File: src/rtl/ex_operand_stage.sv
// ID/EX register with MEM/WB operand forwarding and load-use bubble insertion; 1-cycle latency.
// Backpressure: holds its contents while ex_ready=0, and drops id_ready on a load-use hazard or while holding.
module ex_operand_stage #(
  parameter int XLEN        = 32,
  parameter int STALL_CNT_W = 16
) (
  input  logic                   clk,
  input  logic                   rst_n,
  input  logic                   id_valid,
  output logic                   id_ready,
  input  logic [4:0]             id_rs1,
  input  logic [4:0]             id_rs2,
  input  logic [4:0]             id_rd,
  input  logic                   id_use_rs2,
  input  logic [XLEN-1:0]        id_rs1_data,
  input  logic [XLEN-1:0]        id_rs2_data,
  input  logic [XLEN-1:0]        id_imm,
  input  logic                   id_alusrc,
  input  logic [2:0]             id_alucontrol,
  input  logic                   id_regwrite,
  input  logic                   id_memread,
  input  logic                   id_memwrite,
  input  logic                   ex_ready,
  input  logic                   flush,
  input  logic                   mem_regwrite,
  input  logic                   wb_regwrite,
  input  logic [4:0]             mem_rd,
  input  logic [4:0]             wb_rd,
  input  logic [XLEN-1:0]        mem_result,
  input  logic [XLEN-1:0]        wb_result,
  output logic                   ex_valid,
  output logic [XLEN-1:0]        alu_a,
  output logic [XLEN-1:0]        alu_b,
  output logic [2:0]             alucontrol,
  output logic [XLEN-1:0]        ex_store_data,
  output logic [4:0]             ex_rd,
  output logic                   ex_regwrite,
  output logic                   ex_memread,
  output logic                   ex_memwrite,
  output logic [STALL_CNT_W-1:0] stall_count
);

  typedef struct packed {
    logic [4:0]      rs1;
    logic [4:0]      rs2;
    logic [4:0]      rd;
    logic [XLEN-1:0] rs1_data;
    logic [XLEN-1:0] rs2_data;
    logic [XLEN-1:0] imm;
    logic            alusrc;
    logic [2:0]      alucontrol;
    logic            regwrite;
    logic            memread;
    logic            memwrite;
  } ex_t;

  localparam logic [STALL_CNT_W-1:0] STALL_ONE = {{(STALL_CNT_W-1){1'b0}}, 1'b1};

  ex_t                    ex_q;
  ex_t                    id_ins;
  logic                   valid_q;
  logic [STALL_CNT_W-1:0] stall_q;
  logic                   advance;
  logic                   load_use;
  logic [XLEN-1:0]        fwd_rs1;
  logic [XLEN-1:0]        fwd_rs2;

  assign id_ins = '{rs1: id_rs1, rs2: id_rs2, rd: id_rd,
                    rs1_data: id_rs1_data, rs2_data: id_rs2_data, imm: id_imm,
                    alusrc: id_alusrc, alucontrol: id_alucontrol,
                    regwrite: id_regwrite, memread: id_memread, memwrite: id_memwrite};

  assign advance  = !valid_q || ex_ready;
  assign load_use = valid_q && ex_q.memread && (ex_q.rd != 5'd0) &&
                    ((ex_q.rd == id_rs1) || (id_use_rs2 && (ex_q.rd == id_rs2)));
  assign id_ready = flush || (advance && !load_use);

  // x0 is never forwarded; MEM is younger than WB so it wins.
  always_comb begin
    fwd_rs1 = ex_q.rs1_data;
    fwd_rs2 = ex_q.rs2_data;
    if (ex_q.rs1 != 5'd0) begin
      if (mem_regwrite && (mem_rd == ex_q.rs1))     fwd_rs1 = mem_result;
      else if (wb_regwrite && (wb_rd == ex_q.rs1))  fwd_rs1 = wb_result;
    end
    if (ex_q.rs2 != 5'd0) begin
      if (mem_regwrite && (mem_rd == ex_q.rs2))     fwd_rs2 = mem_result;
      else if (wb_regwrite && (wb_rd == ex_q.rs2))  fwd_rs2 = wb_result;
    end
  end

  always_ff @(posedge clk or negedge rst_n) begin
    if (!rst_n) begin
      valid_q <= 1'b0;
      ex_q    <= '0;
      stall_q <= '0;
    end else if (flush) begin
      valid_q <= 1'b0;
    end else if (advance && id_valid && !load_use) begin
      valid_q <= 1'b1;
      ex_q    <= id_ins;
    end else if (advance) begin
      valid_q <= 1'b0;
      if (load_use && id_valid && (stall_q != {STALL_CNT_W{1'b1}}))
        stall_q <= stall_q + STALL_ONE;
    end else begin
      // Holding: latch forwarded values so a result retiring from WB is not lost.
      ex_q.rs1_data <= fwd_rs1;
      ex_q.rs2_data <= fwd_rs2;
    end
  end

  assign ex_valid      = valid_q;
  assign alu_a         = valid_q ? fwd_rs1 : '0;
  assign alu_b         = valid_q ? (ex_q.alusrc ? ex_q.imm : fwd_rs2) : '0;
  assign ex_store_data = valid_q ? fwd_rs2 : '0;
  assign alucontrol    = valid_q ? ex_q.alucontrol : 3'd0;
  assign ex_rd         = valid_q ? ex_q.rd : 5'd0;
  assign ex_regwrite   = valid_q && ex_q.regwrite;
  assign ex_memread    = valid_q && ex_q.memread;
  assign ex_memwrite   = valid_q && ex_q.memwrite;
  assign stall_count   = stall_q;

endmodule

File: config.mk
export PLATFORM = sky130hd
export DESIGN_NAME = ex_operand_stage
export DESIGN_NICKNAME = d
export VERILOG_FILES = /design/src/rtl/ex_operand_stage.sv
export SDC_FILE = /design/constraint.sdc
export NUM_CORES = 1
export LEC_CHECK = 0
export ABC_CLOCK_PERIOD_IN_PS = 3800
export CORE_ASPECT_RATIO = 1.4
export CORE_UTILIZATION = 30
export DETAILED_ROUTE_END_ITERATION = 8
export SYNTH_ARGS = -nofsm -noshare
export SYNTH_HDL_FRONTEND = slang
export SYNTH_SLANG_ARGS = --single-unit
File: constraint.sdc
create_clock -name clk -period 3.8 [get_ports clk]
set_input_delay 0.95 -clock clk [delete_from_list [all_inputs] [get_ports clk]]
set_output_delay 0.95 -clock clk [all_outputs]
set_load 0.03 [all_outputs]
==> flow_metrics.py, run 1 <==
metrics = {
    "status": {
        "status": "complete, but fails checks",
        "violations": "negative setup slack",
    },
    "cells_and_area": {
        "layout.nets": 1476,
        "nFillCells": 2338,
        "instances_no_fill": 1664,
        "seqCellArea_mm2": 0.003378,
        "drive_gt1_share_pct": 39.05,
        "multiInputGateArea_mm2": 0.005772,
        "area_growth_pct": 83.45,
    },
    "floorplanning": {
        "num_rows": 71,
        "ioPinCount": 325,
        "dieHeight_um": 197.8,
        "core_area_mm2": 0.02692,
        "design.die.area_mm2": 0.02807,
        "die_x_um": 141.9,
        "initial_utilization_pct": 30.53,
    },
    "synth": {
        "synth-edff-count": 0,
        "yosysUniqueCellTypes": 48,
        "syn-cell-area_mm2": 0.008218,
        "syn_nets": 1107,
        "ys.flop_type": "dfrtp_1",
        "ys_ff_latch": 135,
        "synthTopCellsByArea": "dfrtp_1 (41%), mux2_2 (6.4%), a31oi_1 (4.6%)",
        "avgSynthCellArea_um2": 9.071,
        "synthCells": 906,
        "ys_warn_count": 0,
        "synth_top_area_cell": "dfrtp_1",
        "ys_seq_area_share_pct": 41.11,
        "async_flop_share_pct": 100.0,
        "yosysTopAreaCellShare_pct": 41.11,
    },
    "job": {
        "max-cap-violations": 0,
    },
    "placed_design": {
        "post-place-cells": 1579,
        "gp_congestion": 0.8582,
        "port_buffers": 324,
        "hpwl_um": 25170,
    },
    "cts": {
        "htree_levels": 4,
        "path_clk_slew_ns": 0.06,
        "clk_latency_ns": 0.43,
        "numCtsBuffers": 17,
        "clock_path_buffers": 2,
        "cts_hold_buffers": 0,
        "clock-sinks": 135,
        "tritoncts": "yes",
        "cts-root-buf": "clkbuf_16",
    },
    "hold_path": {
        "hp-start": "ex_q[91]",
        "whs_path_depth": 2,
        "worstHoldPathType": "flip-flop to flip-flop",
        "holdPathEnd": "ex_q[91]",
    },
    "timing": {
        "slew_headroom_pct": 39.84,
        "whs_ns": 0.4877,
        "worst_slack_ns": -0.1053,
        "rsz0062_at_grt": "true",
        "skew_ns": 0.007235,
        "setup_viol": 21,
        "finalCritPeriodShare_pct": 102.8,
        "tightest_slew_ns": 0.9011,
        "post-route-min-period_ns": 3.905,
        "hold_viol_final": 0,
        "maxSlewViolCount": 0,
        "fmax_ghz": 0.2561,
    },
    "pwr": {
        "vdd_drop_max_v": 0.0002822,
        "power_mw": 5.500,
        "p_leak_nw": 6.209,
        "power.density_mw_per_mm2": 364.9,
    },
    "route": {
        "initialDrtViolationCount": 450,
        "firstDrtPassIters": 4,
        "final_antenna_net_count": 0,
        "wire_per_inst_um": 22.40,
        "vias": 8846,
        "routed_via_density": 5.316,
        "wirelength_um": 37270,
        "drc": 0,
    },
    "worst_setup_path": {
        "r2r_start": "ex_q[104]",
        "reg2reg_depth": 6,
        "worst_setup_path_end_kind": "output port",
        "rrSetupSlack_ns": 0.84,
        "startpoint_type": "input port",
        "crit_type": "input port to output port",
        "cp_max_fo": 4,
        "arrival_ns": 2.96,
        "worst_ep_required_time_ns": 2.85,
        "r2r-end": "ex_q[30]",
    },
    "global_routing": {
        "antenna_found_initial": 11,
        "grt_max_degree": 67,
        "grt_overflow": 0,
        "track_usage_pct": 25.42,
        "grt_pass1_vias": 8855,
        "grt_pass1_wl_um": 53140,
    },
}
logic make-up after synthesis:
group / share of synthesized area [%]
compound gates: 23.14
simple gates: 15.30
buf+inv: 7.734
flops: 41.11
mux: 7.765
xor+xnor: 4.796
fa+ha+maj: 0.1522
per-stage QoR:
| stage | instance area (µm²) | setup WS [ns] | TNS [ns] | util, % |
|---|---|---|---|---|
| global placement | 12040 | -0.9540 | -59.09 | 44.71 |
| floorplan | 8218 | 0.009739 | 0 | - |
| CTS | 13790 | -0.2334 | -5.800 | 51.25 |
| detailed placement | 12040 | -0.9761 | -59.82 | 44.71 |
| global route | 15070 | -0.1585 | -5.839 | 56.00 |
| finish | 15080 | -0.1053 | -0.5356 | 56.01 |
critical path, stage by stage:
cell,delay (ns)
buf_8,0.11
xor2_4,0.18
nor4_4,0.40
buf_6,0.16
a311oi_4,0.13
buf_4,0.18
a22o_4,0.23
a221oi_2,0.25
buf_4,0.18
nor2_4,0.04
buf_6,0.14
power breakdown:
group | switching (mW) | leakage (nW) | internal (mW)
combinational | 0.997 | 4.26 | 0.984
clock | 0.707 | 0.280 | 0.990
sequential | 0.179 | 1.67 | 1.64
total | 1.88 | 6.21 | 3.62
cells in the mapped netlist, types with 2 or more instances:
master / n
a221oi_1: 3
nand4_1: 13
and4_1: 2
o21ai_0: 32
buf_6: 7
a22oi_1: 3
inv_1: 65
or4_1: 2
and3_1: 10
xnor2_1: 27
a221o_1: 32
o22ai_1: 32
nor3_1: 34
nand3_1: 2
o21ai_2: 2
xor2_1: 18
nand2b_1: 2
nand2_1: 95
a31oi_1: 61
a21oi_1: 30
a22o_1: 32
mux2_4: 5
buf_4: 6
dfrtp_1: 135
buf_2: 10
mux2_1: 3
and2_1: 44
clkbuf_1: 56
nor4_1: 2
o221ai_1: 32
mux2_2: 47
nor2_1: 46
cell usage in the layout, fill, tap and decap left out, types with 11 or more instances in the layout:
cell	synthesis	final
a21oi_2	1	21
a221o_1	32	32
a22o_4	0	30
a31oi_1	61	25
a31oi_2	0	18
a31oi_4	0	18
and2_1	44	44
buf_12	0	27
buf_4	6	105
buf_6	7	60
clkbuf_16	0	25
clkdlybuf4s50_1	0	214
dfrtp_1	135	135
diode_2	0	11
inv_1	65	65
mux2_2	47	47
nand2_1	95	59
nand2_2	0	15
nand2_4	0	21
nand4_1	13	13
nor2_1	46	32
nor2_2	0	12
nor3_1	34	34
o21ai_0	32	32
o221ai_1	32	32
o22ai_2	0	13
o22ai_4	0	16
xnor2_1	27	20
xor2_1	18	13
metal layers:
layer | up-vias | share of wire, % | track usage (%)
met5 | - | 0 | 0
met4 | 0 | 3.3 | 11.59
met3 | 71 | 4.4 | 4.063
met2 | 328 | 51 | 42.22
met1 | 4389 | 41 | 32.28
li1 | 4058 | - | -
what timing repair did:
| action | 4_1_cts | 5_1_grt |
|---|---|---|
| pin swaps | 67 | 81 |
| setup endpoints to repair | 96 | 96 |
| gates cloned | 9 | 9 |
| buffers inserted | 21 | 10 |
| gates resized for setup | 209 | 215 |
state kept, by name (all words and copies together) (netlist names):
signal,flops
ex_q,118
stall_count,16
ex_valid,1
worst max-delay path by stage:
stage / start / end / cells past startpoint
after floorplan: mem_rd[0] / alu_b[31] / 8
after global placement: mem_rd[0] / alu_b[29] / 10
after detailed placement: mem_rd[0] / alu_b[29] / 10
after CTS: mem_rd[2] / alu_b[18] / 14
after global routing: mem_rd[2] / alu_b[29] / 11
final: mem_rd[2] / alu_b[29] / 11
cell type report:
class	instances	share of cell area (%)
Antenna cell	11	0.1826
Inverter	67	1.693
Clock buffer	19	2.938
Sequential cell	135	22.41
Multi-Input combinational cell	625	38.29
Clock inverter	13	0.9627
Timing Repair Buffer	429	30.50
Tap cell	365	3.029
No activity file was read; power rests on OpenSTA's default activity.
==> inputs of run 2 (changes only) <==
- GPL_ROUTABILITY_DRIVEN: unset -> 0
==> flow_metrics.py, run 2 (same netlist as run 1, synthesis figures left out) <==
metrics = {
    "timing": {
        "rsz0062_at_grt": "true",
        "post-route-min-period_ns": 3.853,
        "worst_slack_ns": -0.05281,
        "setup_viol": 13,
        "slew_headroom_pct": 41.75,
        "tightest_slew_ns": 0.8726,
        "hold_viol_final": 0,
        "skew_ns": 0.01176,
        "fmax_ghz": 0.2596,
        "finalCritPeriodShare_pct": 101.4,
        "maxSlewViolCount": 0,
    },
    "global_routing": {
        "grt_overflow": 0,
        "grt_pass1_vias": 9012,
        "grt_pass1_wl_um": 53920,
        "antenna_found_initial": 4,
        "grt_max_degree": 67,
        "track_usage_pct": 25.80,
    },
    "cts": {
        "path_clk_slew_ns": 0.06,
        "tritoncts": "yes",
        "htree_levels": 4,
        "clock-sinks": 135,
        "clk_latency_ns": 0.43,
        "numCtsBuffers": 17,
        "cts_hold_buffers": 0,
        "clock_path_buffers": 2,
        "cts-root-buf": "clkbuf_16",
    },
    "route": {
        "routed_via_density": 5.294,
        "final_antenna_net_count": 0,
        "initialDrtViolationCount": 523,
        "vias": 8783,
        "firstDrtPassIters": 5,
        "drt-met1-wl_um": 15000,
        "wire_per_inst_um": 21.99,
        "wirelength_um": 36480,
        "wl_met2_um": 18410,
        "route.met3.wl_um": 1666,
        "drc": 0,
        "top_layer_used": "met4",
    },
    "floorplanning": {
        "core_area_mm2": 0.02692,
        "design.die.area_mm2": 0.02807,
        "initial_utilization_pct": 30.53,
        "ioPinCount": 325,
        "die_x_um": 141.9,
        "num_rows": 71,
        "dieHeight_um": 197.8,
    },
    "worst_setup_path": {
        "cp_max_fo": 10,
        "arrival_ns": 2.90,
        "worst_setup_path_end_kind": "output port",
        "worst_ep_required_time_ns": 2.85,
        "crit_type": "input port to output port",
        "startpoint_type": "input port",
    },
    "cells_and_area": {
        "final_cell_mix": "clkdlybuf4s50_1 (215), dfrtp_1 (135), buf_4 (122)",
        "top_register": "ex_q",
        "postLayoutCoreUtil_pct": 55.55,
        "layout.nets": 1477,
        "area_growth_pct": 81.94,
        "largest_reg_flops": 118,
        "nFillCells": 2358,
        "drive_gt1_share_pct": 38.17,
        "layout_commonest_cell": "clkdlybuf4s50_1",
    },
    "pwr": {
        "vdd_drop_max_v": 0.0002711,
        "p_leak_nw": 6.129,
        "power_mw": 5.564,
        "power.density_mw_per_mm2": 372.2,
    },
    "status": {
        "status": "complete, but fails checks",
        "violations": "negative setup slack",
    },
    "placed_design": {
        "hpwl_um": 24620,
        "dpl_worst_slack_ns": -0.8709,
        "port_buffers": 324,
    },
    "job": {
        "max-cap-violations": 0,
    },
    "hold_path": {
        "worstHoldPathType": "flip-flop to flip-flop",
    },
}
-- run 2: cell type report --
cell class,instances,area (µm²),area share (%)
diodes,5,12.51,0.08368
well taps,365,456.7,3.054
inverters,67,255.2,1.707
repair buffers,430,4449,29.76
multi-input cells,625,5782,38.67
flip-flops and latches,135,3378,22.59
clock buffers,17,425.4,2.845
clock inverters,15,192.7,1.289
-- run 2: where the power goes --
part | internal [mW] | total, mW | switching [mW]
logic | 0.977 | 1.96 | 0.981
clock network | 1.05 | 1.78 | 0.734
registers | 1.64 | 1.82 | 0.179
-- run 2: through the flow --
step,setup TNS (ns),hold slack (ns),cell area (µm²),cells
floorplan,0,0.4524,8218,906
global placement,-52.31,0.4622,11990,1578
detailed placement,-50.44,0.4733,11990,1578
CTS,-2.330,0.4884,14240,1655
global route,-2.423,0.5132,14950,1659
finish,-0.3869,0.4873,14950,1659
-- run 2: timing repair --
item,in CTS,in global routing
buffers inserted,37,5
gates cloned,13,0
endpoints found under the setup margin,96,95
gates resized for setup,241,143
pin swaps,101,83
-- run 2: worst paths after layout --
kind | endpoint | cells after the start | slack (ns) | start
max in group asynchronous | ex_q[14] | 2 | 2.44 | rst_n
setup reg to reg | ex_q[89] | 10 | 0.95 | ex_q[114]
hold reg to reg | ex_q[35] | 1 | 0.49 | ex_q[35]
hold / removal | ex_q[35] | 1 | 0.49 | ex_q[35]
min in group asynchronous | ex_q[23] | 1 | 0.50 | rst_n
setup / recovery | alu_b[16] | 10 | -0.05 | wb_rd[0]
-- run 2: per-layer routing --
metal,global-route usage (%),up-vias
met2,43.77,367
met1,32.28,4267
met5,0,-
li1,-,4066
met4,10.79,0
met3,4.232,83
-- run 2: worst max-delay path, stage by stage --
cell	delay [ns]
buf_2	0.12
xnor2_1	0.16
nand4_1	0.25
a311oi_4	0.38
buf_12	0.19
buf_8	0.17
a22o_1	0.19
nand2_1	0.09
a31oi_1	0.20
buf_4	0.19
